==> config.mk <==
export PLATFORM = sky130hd
export DESIGN_NAME = memory
export DESIGN_NICKNAME = d
export VERILOG_FILES = /design/src/rtl/memory.sv
export SDC_FILE = /design/constraint.sdc
export NUM_CORES = 1
export LEC_CHECK = 0
export ABC_AREA = 1
export CORE_MARGIN = 1
export CORE_UTILIZATION = 40
export DETAILED_ROUTE_END_ITERATION = 8
export DONT_BUFFER_PORTS = 1
export SYNTH_ARGS = -nofsm -noshare
export SYNTH_HDL_FRONTEND = slang
export SYNTH_SLANG_ARGS = --single-unit
==> constraint.sdc <==
create_clock -name clk -period 2.1 [get_ports clk]
set_input_delay 0.21 -clock clk [delete_from_list [all_inputs] [get_ports clk]]
set_output_delay 0.21 -clock clk [all_outputs]
set_load 0.02 [all_outputs]
==> src/rtl/memory.sv <==
// Single-port word memory: combinational read, write on rising clk,
// and an asynchronous active-low reset that clears every word.
module memory #(
    parameter int DATA_WIDTH = 32,
    parameter int ADDR_WIDTH = 4
) (
    input  logic                  clk,
    input  logic                  rst_n,
    input  logic                  RW,
    input  logic [DATA_WIDTH-1:0] WriteData,
    input  logic [ADDR_WIDTH-1:0] Address,
    output logic [DATA_WIDTH-1:0] ReadData
);

    localparam int unsigned DEPTH = 2 ** ADDR_WIDTH;

    logic [DATA_WIDTH-1:0] mem [DEPTH];

    // Reset has priority, so a write coinciding with an edge during reset is dropped.
    always_ff @(posedge clk or negedge rst_n) begin
        if (!rst_n) begin
            for (int unsigned i = 0; i < DEPTH; i++) begin
                mem[i] <= '0;
            end
        end else if (RW) begin
            mem[Address] <= WriteData;
        end
    end

    assign ReadData = mem[Address];

endmodule

Word-level counts from Yosys, hierarchy flattened
Index checks and enable logic that the tools add are counted.

Word-level logic and storage cells: 26. Output and inout port bits: 32. Bits in registers: 512. Input bits: 39.

Multiplexer cells: 6. Reduce and logical (&&, ||, !) cells: 1. Magnitude comparators: 2. Bitwise gates (word level): 1.

Operators with widths (count): $bwmux 512 (1); $bmux 32 s4 (1); $demux 32 s4 (1); $mux 32 (3); $ge 5x5->1 const B (1); $lt 5x1->1 const B (1); $not 4->5 (1); $logic_and 1x1->1 (1).

Logic depth before layout (Yosys ltp)
Gate-level depths: netlist of run 1.

Word-level depth: 6. Mapped depth: 12. Depth with buffers taken out: 9.

Worst setup path after synthesis of run 1
No wires, ideal clock.

Path kind: in2out. Start point: input port Address[0]. End point: output port ReadData[0]. Path slack: 0.503 ns. Stages on the path: 12. Arrival time: 1.387 ns. Path buffers: 3. Path through: buf_2 > inv_2 > buf_2 > buf_1 > nand2_1 > nand2_1 > nand2_1 > nand2_1 > nand2_1 > nand2_1 > inv_1 > nand2_1.

Cells in the longest elaborated chain, start to end: 4.

Ends and longest elaborated chain: from (decl) (RTL line 11) `input logic [ADDR_WIDTH-1:0] Address,`; $not 4->5 (not written as such) (RTL line 30) `assign ReadData = mem[Address];`; $bmux 32 s4 (RTL line 30); $mux 32 (not written as such) (2 in series) (RTL line 30); to (decl) (RTL line 12) `output logic [DATA_WIDTH-1:0] ReadData`.

No other way between the ends. The select of a mux whose other input is x is not followed.

Final worst setup path of run 1
Start point: register mem[84] (netlist bit). End point: output port ReadData[20].

Cells in the longest elaborated chain, start to end: 3.

Ends and longest elaborated chain: from (decl) (RTL line 17) `logic [DATA_WIDTH-1:0] mem [DEPTH];`; from (signal, indexed assignment) (RTL line 26) `mem[Address] <= WriteData;`; $bmux 32 s4 (RTL line 30); $mux 32 (not written as such) (2 in series) (RTL line 30).

No other way between the ends. The select of a mux whose other input is x is not followed.

==> out/results.ini, run 1 <==
[power]
leakage_power_nw=13.7
switching_share=0.283
switching_power_w=0.00785
intPower_w=0.0199
pwr-share-seq=0.474
irDropWorstVdd_uv=583
clock_power_share=0.361
cellPowerDensity_mw_per_mm2=1040
p_comb_frac=0.164

[route]
postRouteAntennaNets=0
finalWirelength_um=66100
drt-wirelength-per-cell_um=16.7
vias=19500
drt-initial-drc-count=1572
viasPerCell=4.92
detailedRoute.firstPassIterationCount=5
number_of_remaining_drc_errors=0

[place]
numPortBuffers=0
place_congestion=0.767
preCtsSetupSlack_ns=0.355
dp.final_hpwl_um=36200

[floorplanning]
die_w_um=246
die_area_mm2=0.0607
placeableCoreArea_mm2=0.0590
starting_density_of_the_core=0.405
num_rows=89
die_h_um=246
ios=71

[sta]
timing.fmax_mhz=506
worst-slew-pin-transition_ns=1.16
final.hold.worst_slack_ns=-0.653
setup_repair_after_global_routing_missed_its_margin=no
worst_clock_skew_ns=0
worst_slack_ns=0.123
timing.final.hold_violations=512
setup_viol_count_final=0
fin_setup_tns_ns=0
period_minus_slack_ns=1.98
min_period_over_period=0.941
timing.slew.headroom=0.226
number_of_max_slew_violations_in_the_final_report=0

[synth]
syn-mean-instance-area_um2=7.32
syn-cell-area_mm2=0.0239
number_of_synthesized_register_bits=512
synth_warnings=0
syn_nets=3304
post_synthesis_instance_total=3265
yosys_cell_types=15
synth_sequential_area_ratio=0.536

[setup_path]
reg2reg_to=mem[216]
reg2reg_slack_ns=1.40
r2r.worst_path.cells=2
worst_ep_arrival_ns=1.77
crit_path_start=mem[84]
reg2reg_from=mem[216]
setup.worst_path.end_class=primary output
critPathMaxFanout=2
crit_path_end=ReadData[20]
worst_ep_required_time_ns=1.89
start_kind=flop
setup.worst_path.class=reg -> out

[cells_and_area]
post_route_cells_drive_above_1_share=0.0520
largest_reg_flops=512
top_regs=mem: 512 flops
nNetsFinal=3193
insertedDiodeCount=0
multi_input_comb_area_mm2=0.00986
fillerInstances=6009
area_taken_by_flip_flops_and_latches_mm2=0.0128
layout.core_utilization=0.451
area_grow_syn2layout_pct=11.3
register_name_with_the_most_flops=mem

[cts]
cts-resized-gates=0
clock_insertion_delay_worst_skew_ns=0.60
cts_tree=built
clock-sinks=512
cts.htree.levels=2
cell_at_the_root_of_the_clock_tree=clkbuf_16
clock_path_buffers=3
cts-buffers-inserted=55
path_clk_slew_ns=0.06
post-cts-setup-buffers=0

[global_route]
grt_use_total=0.223
globalRouteOverflowTotal=0
vias_in_the_first_global_route=18300
wire_length_of_the_first_global_routing_pass_um=106000
initial_antenna_violation_count=3
largest_net_degree_at_the_start_of_global_routing=513

[run_status]
violations=negative hold slack
run_status=complete, but fails checks

[job]
maxCapViolCount=0

[worst_hold_path]
timing.hold.worst.class=in -> async

==> through the flow <==
stage / hold WS [ns] / total power, W / std cells / area [µm²]
finish: -0.653 / 0.0277 / 3967 / 26600
global route: -0.682 / 0.0294 / 3967 / 26600
CTS: -0.701 / 0.0280 / 3967 / 26600
detailed placement: -0.0500 / 0.0179 / 3870 / 24700
global placement: -0.0480 / 0.0177 / 3870 / 24700
floorplan: -0.0856 / 0.0168 / 3265 / 23900
==> routing by layer <==
layer  share of wire  vias up  global-route usage
li1                -     9864                   -
met1            0.48     9216               0.317
met2            0.46      344               0.357
met3           0.044       85              0.0303
met4           0.017        6              0.0548
met5         0.00048        -                   0
==> cells in the final DEF, fill, tap and decap left out, types with 2 or more instances in the layout <==
cell type / Yosys / final
clkbuf_1: 161 / 12
nand2_2: 0 / 5
clkinv_2: 0 / 6
clkbuf_8: 0 / 12
dfrtp_1: 512 / 512
clkinv_4: 0 / 3
nand3_1: 2 / 2
buf_12: 0 / 21
clkbuf_16: 0 / 57
bufinv_16: 0 / 5
clkinvlp_4: 0 / 2
buf_4: 0 / 36
nor2_4: 0 / 10
inv_2: 2 / 2
nand2_4: 0 / 3
a21oi_1: 256 / 256
nor3_2: 2 / 2
nand2_1: 1642 / 1634
nor2_1: 256 / 256
o21ai_0: 220 / 220
inv_1: 100 / 100
o21ai_1: 36 / 36
==> cell families after synthesis <==
| kind of cell | synth area share |
|---|---|
| AO/OA/AOI/OAI | 0.107 |
| AND/OR/NAND/NOR | 0.302 |
| flip-flops | 0.536 |
| buffers and inverters | 0.0544 |
==> cells in the mapped netlist, drive strengths merged <==
master  instances  share of area
nand2        1642           0.26
dfrtp         512           0.54
nor2          266          0.043
a21oi         256          0.054
o21ai         256          0.054
clkbuf        161          0.025
inv           102          0.016
buf            64          0.013
clkinv          2        0.00031
nand3           2        0.00042
nor3            2        0.00084
==> worst min path at each step <==
stage / depth (start not counted) / startpoint / slack [ns] / to
finish: 0 / rst_n / -0.65 / mem[6]
global route: 0 / rst_n / -0.68 / mem[6]
CTS: 0 / rst_n / -0.70 / mem[360]
detailed placement: 0 / rst_n / -0.05 / mem[6]
global placement: 0 / rst_n / -0.05 / mem[6]
floorplan: 0 / rst_n / -0.09 / mem[0]
==> layout make-up <==
type,instances,area share
tap,773,0.0364
inverter,104,0.0151
clock inverter,16,0.00833
clock buffer,81,0.0615
timing repair buffer,57,0.0260
sequential,512,0.482
multi-input combinational,2424,0.371
==> power groups by stage <==
stage                     logic [W]  clock network (W)  registers, W
after floorplan             0.00379                  0        0.0131
after global placement      0.00446                  0        0.0133
after detailed placement    0.00458                  0        0.0133
after CTS                   0.00459             0.0102        0.0131
after global routing        0.00538             0.0106        0.0134
final                       0.00455             0.0100        0.0131
==> critical path, stage by stage (launching register included) <==
cell and delay, ns:
dfrtp_1 0.34, nand2_1 0.06, nand2_1 0.16, nand2_1 0.06
nand2_1 0.07, nand2_1 0.05, nand2_1 0.10, inv_1 0.05
nand2_1 0.28
(Power assumes the default switching activity.)
==> run 2, diff against run 1 <==
--- a/config.mk
+++ b/config.mk
@@ -9,7 +9,7 @@
 export CORE_MARGIN = 1
 export CORE_UTILIZATION = 40
 export DETAILED_ROUTE_END_ITERATION = 8
-export DONT_BUFFER_PORTS = 1
+export SETUP_SLACK_MARGIN = 0.15
 export SYNTH_ARGS = -nofsm -noshare
 export SYNTH_HDL_FRONTEND = slang
 export SYNTH_SLANG_ARGS = --single-unit
==> run 2 against run 1 <==
- the run now ends clean
- core utilization increased by 3.8 points
- global-route usage grew 1.3 points
- flip-flop and latch count unchanged
- worst hold slack better by 0.77 ns
- largest cell class unchanged
==> out/results.ini, run 2 (synthesis results as in run 1) <==
[run_status]
run_status=completed

[route]
viasPerCell=4.91  ; -0.14%
drt-wirelength-per-cell_um=16.8  ; +0.81%
drt-initial-drc-count=1621  ; +3.1%
detailedRoute.firstPassIterationCount=5  ; unchanged
vias=20300  ; +4.1%
postRouteAntennaNets=0  ; unchanged
finalWirelength_um=69500  ; +5.1%
number_of_remaining_drc_errors=0  ; unchanged

[place]
place.detailed.instances=4014  ; +3.7%
dp.final_hpwl_um=43400  ; +20%
preCtsSetupSlack_ns=-0.368  ; -0.723 ns
place_congestion=0.801  ; +4.5%
placedInstanceArea_mm2=0.0266  ; +7.5%
numPortBuffers=70  ; +70

[cells_and_area]
top_regs=mem: 512 flops
most_used_cells_in_the_layout_excluding_fill_and_tap_cells=1588 x nand2_1, 512 x dfrtp_1, 256 x nor2_1, 256 x a21oi_1, 220 x o21ai_0
post_route_cells_drive_above_1_share=0.104  ; +0.0518
register_name_with_the_most_flops=mem
nNetsFinal=3359  ; +5.2%
largest_reg_flops=512  ; unchanged
finish.instance_area_mm2=0.0288  ; +8.4%
mostFrequentLayoutCell=nand2_1
area_grow_syn2layout_pct=20.6
insertedDiodeCount=0  ; unchanged
layout.cells.non_filler=4136  ; +4.3%

[floorplanning]
ios=71  ; unchanged
die_w_um=246  ; unchanged
placeableCoreArea_mm2=0.0590  ; unchanged
starting_density_of_the_core=0.405  ; unchanged
num_rows=89  ; unchanged
die_h_um=246  ; unchanged
die_area_mm2=0.0607  ; unchanged

[global_route]
initial_antenna_violation_count=1  ; -2
wire_length_of_the_first_global_routing_pass_um=111000  ; +5.2%
largest_net_degree_at_the_start_of_global_routing=71  ; -86%
grt_use_total=0.235  ; +0.0128
globalRouteOverflowTotal=0  ; unchanged
vias_in_the_first_global_route=19000  ; +4.0%

[sta]
timing.slew.headroom=0.595  ; +0.369
setup_repair_after_global_routing_missed_its_margin=yes
period_minus_slack_ns=1.88  ; -0.101 ns
min_period_over_period=0.893  ; -0.0479
worst-slew-pin-transition_ns=0.608  ; -0.554 ns
number_of_max_slew_violations_in_the_final_report=0  ; unchanged
timing.fmax_mhz=533  ; +5.4%
setup_viol_count_final=0  ; unchanged
final.hold.worst_slack_ns=0.114  ; +0.767 ns
timing.final.hold_violations=0  ; -100%
worst_slack_ns=0.224  ; +0.101 ns
worst_clock_skew_ns=0  ; unchanged

[setup_path]
cpMostUsedCell=nand2_1
path_cells=nand2_1, nand2_1, nand2_1, nand2_1, nand2_1, nand2_1, inv_1, nand2_4, buf_6
worst_ep_required_time_ns=1.89  ; about the same
setup.worst_path.end_class=primary output
critPathMaxFanout=2  ; unchanged
start_kind=flop
worst_ep_arrival_ns=1.67  ; -0.10 ns
slowest_cell_on_crit_path=dfrtp_1
reg2reg_slack_ns=1.31  ; -0.09 ns
setup.worst_path.class=reg -> out
max_stage_delay_ns=0.37  ; +0.03 ns

[cts]
cell_at_the_root_of_the_clock_tree=clkbuf_16
clock_insertion_delay_worst_skew_ns=0.60  ; about the same
clock-sinks=512  ; unchanged
cts.htree.levels=2  ; unchanged
path_clk_slew_ns=0.06  ; about the same
cts-buffers-inserted=55  ; unchanged
cts_tree=built
clock_path_buffers=3  ; unchanged

[worst_hold_path]
timing.hold.worst.class=in -> async

[power]
cellPowerDensity_mw_per_mm2=1010  ; -3.1%
leakage_power_nw=14.8  ; +7.7%
irDropWorstVdd_uv=651  ; +12%
power_w=0.0291  ; +5.0%

[job]
maxCapViolCount=0  ; unchanged

run 2: what timing repair did:
| action | in CTS | in global routing |
|---|---|---|
| hold buffers | 1 | 0 |
| hold endpoints to repair | 512 | 0 |
| setup buffers | 3 | 17 |
| resized for setup | 142 | 83 |
| pin swaps | 0 | 21 |
| gates cloned | 1 | 0 |
| setup endpoints to repair | 31 | 30 |
run 2: critical path, delay by kind of cell, from the launching register on:
family	cells	cell delay [ns]
buffers and inverters	2	0.23
DFF	1	0.37
and+or+nand+nor	7	0.45
run 2: worst paths after layout:
path,start,end,depth (start not counted)
setup / recovery,mem[434],ReadData[18],9
hold / removal,rst_n,mem[38],2
setup reg to reg,mem[45],mem[45],3
hold reg to reg,mem[272],mem[272],2
max in group asynchronous,rst_n,mem[375],3
min in group clk,Address[0],mem[24],5
run 2: per-stage QoR:
step                 util  setup TNS (ns)
floorplan               -               0
global placement    0.451           -7.30
detailed placement  0.451           -9.43
CTS                 0.484               0
global route        0.488               0
finish              0.488               0
run 2: cell type report:
type | count | area (µm²)
Inverter | 104 | 403
Multi-Input combinational cell | 2424 | 9980
Clock buffer | 83 | 1670
Sequential cell | 512 | 12800
Fill cell | 5838 | 30200
Clock inverter | 17 | 238
Timing Repair Buffer | 223 | 2740
Tap cell | 773 | 967
run 2: power breakdown:
| part | internal, W | switching [W] |
|---|---|---|
| Combinational | 0.00237 | 0.00332 |
| Sequential | 0.0120 | 0.00111 |
| Clock | 0.00620 | 0.00405 |
| Total | 0.0206 | 0.00848 |
run 2: layer usage:
layer  wire length (µm)  track usage  vias to the layer above
met5                 13            0                        -
met4               1380       0.0550                        2
met3               3110       0.0322                       85
met2              31200        0.363                      382
met1              33800        0.349                     9645
li1                   -            -                    10200
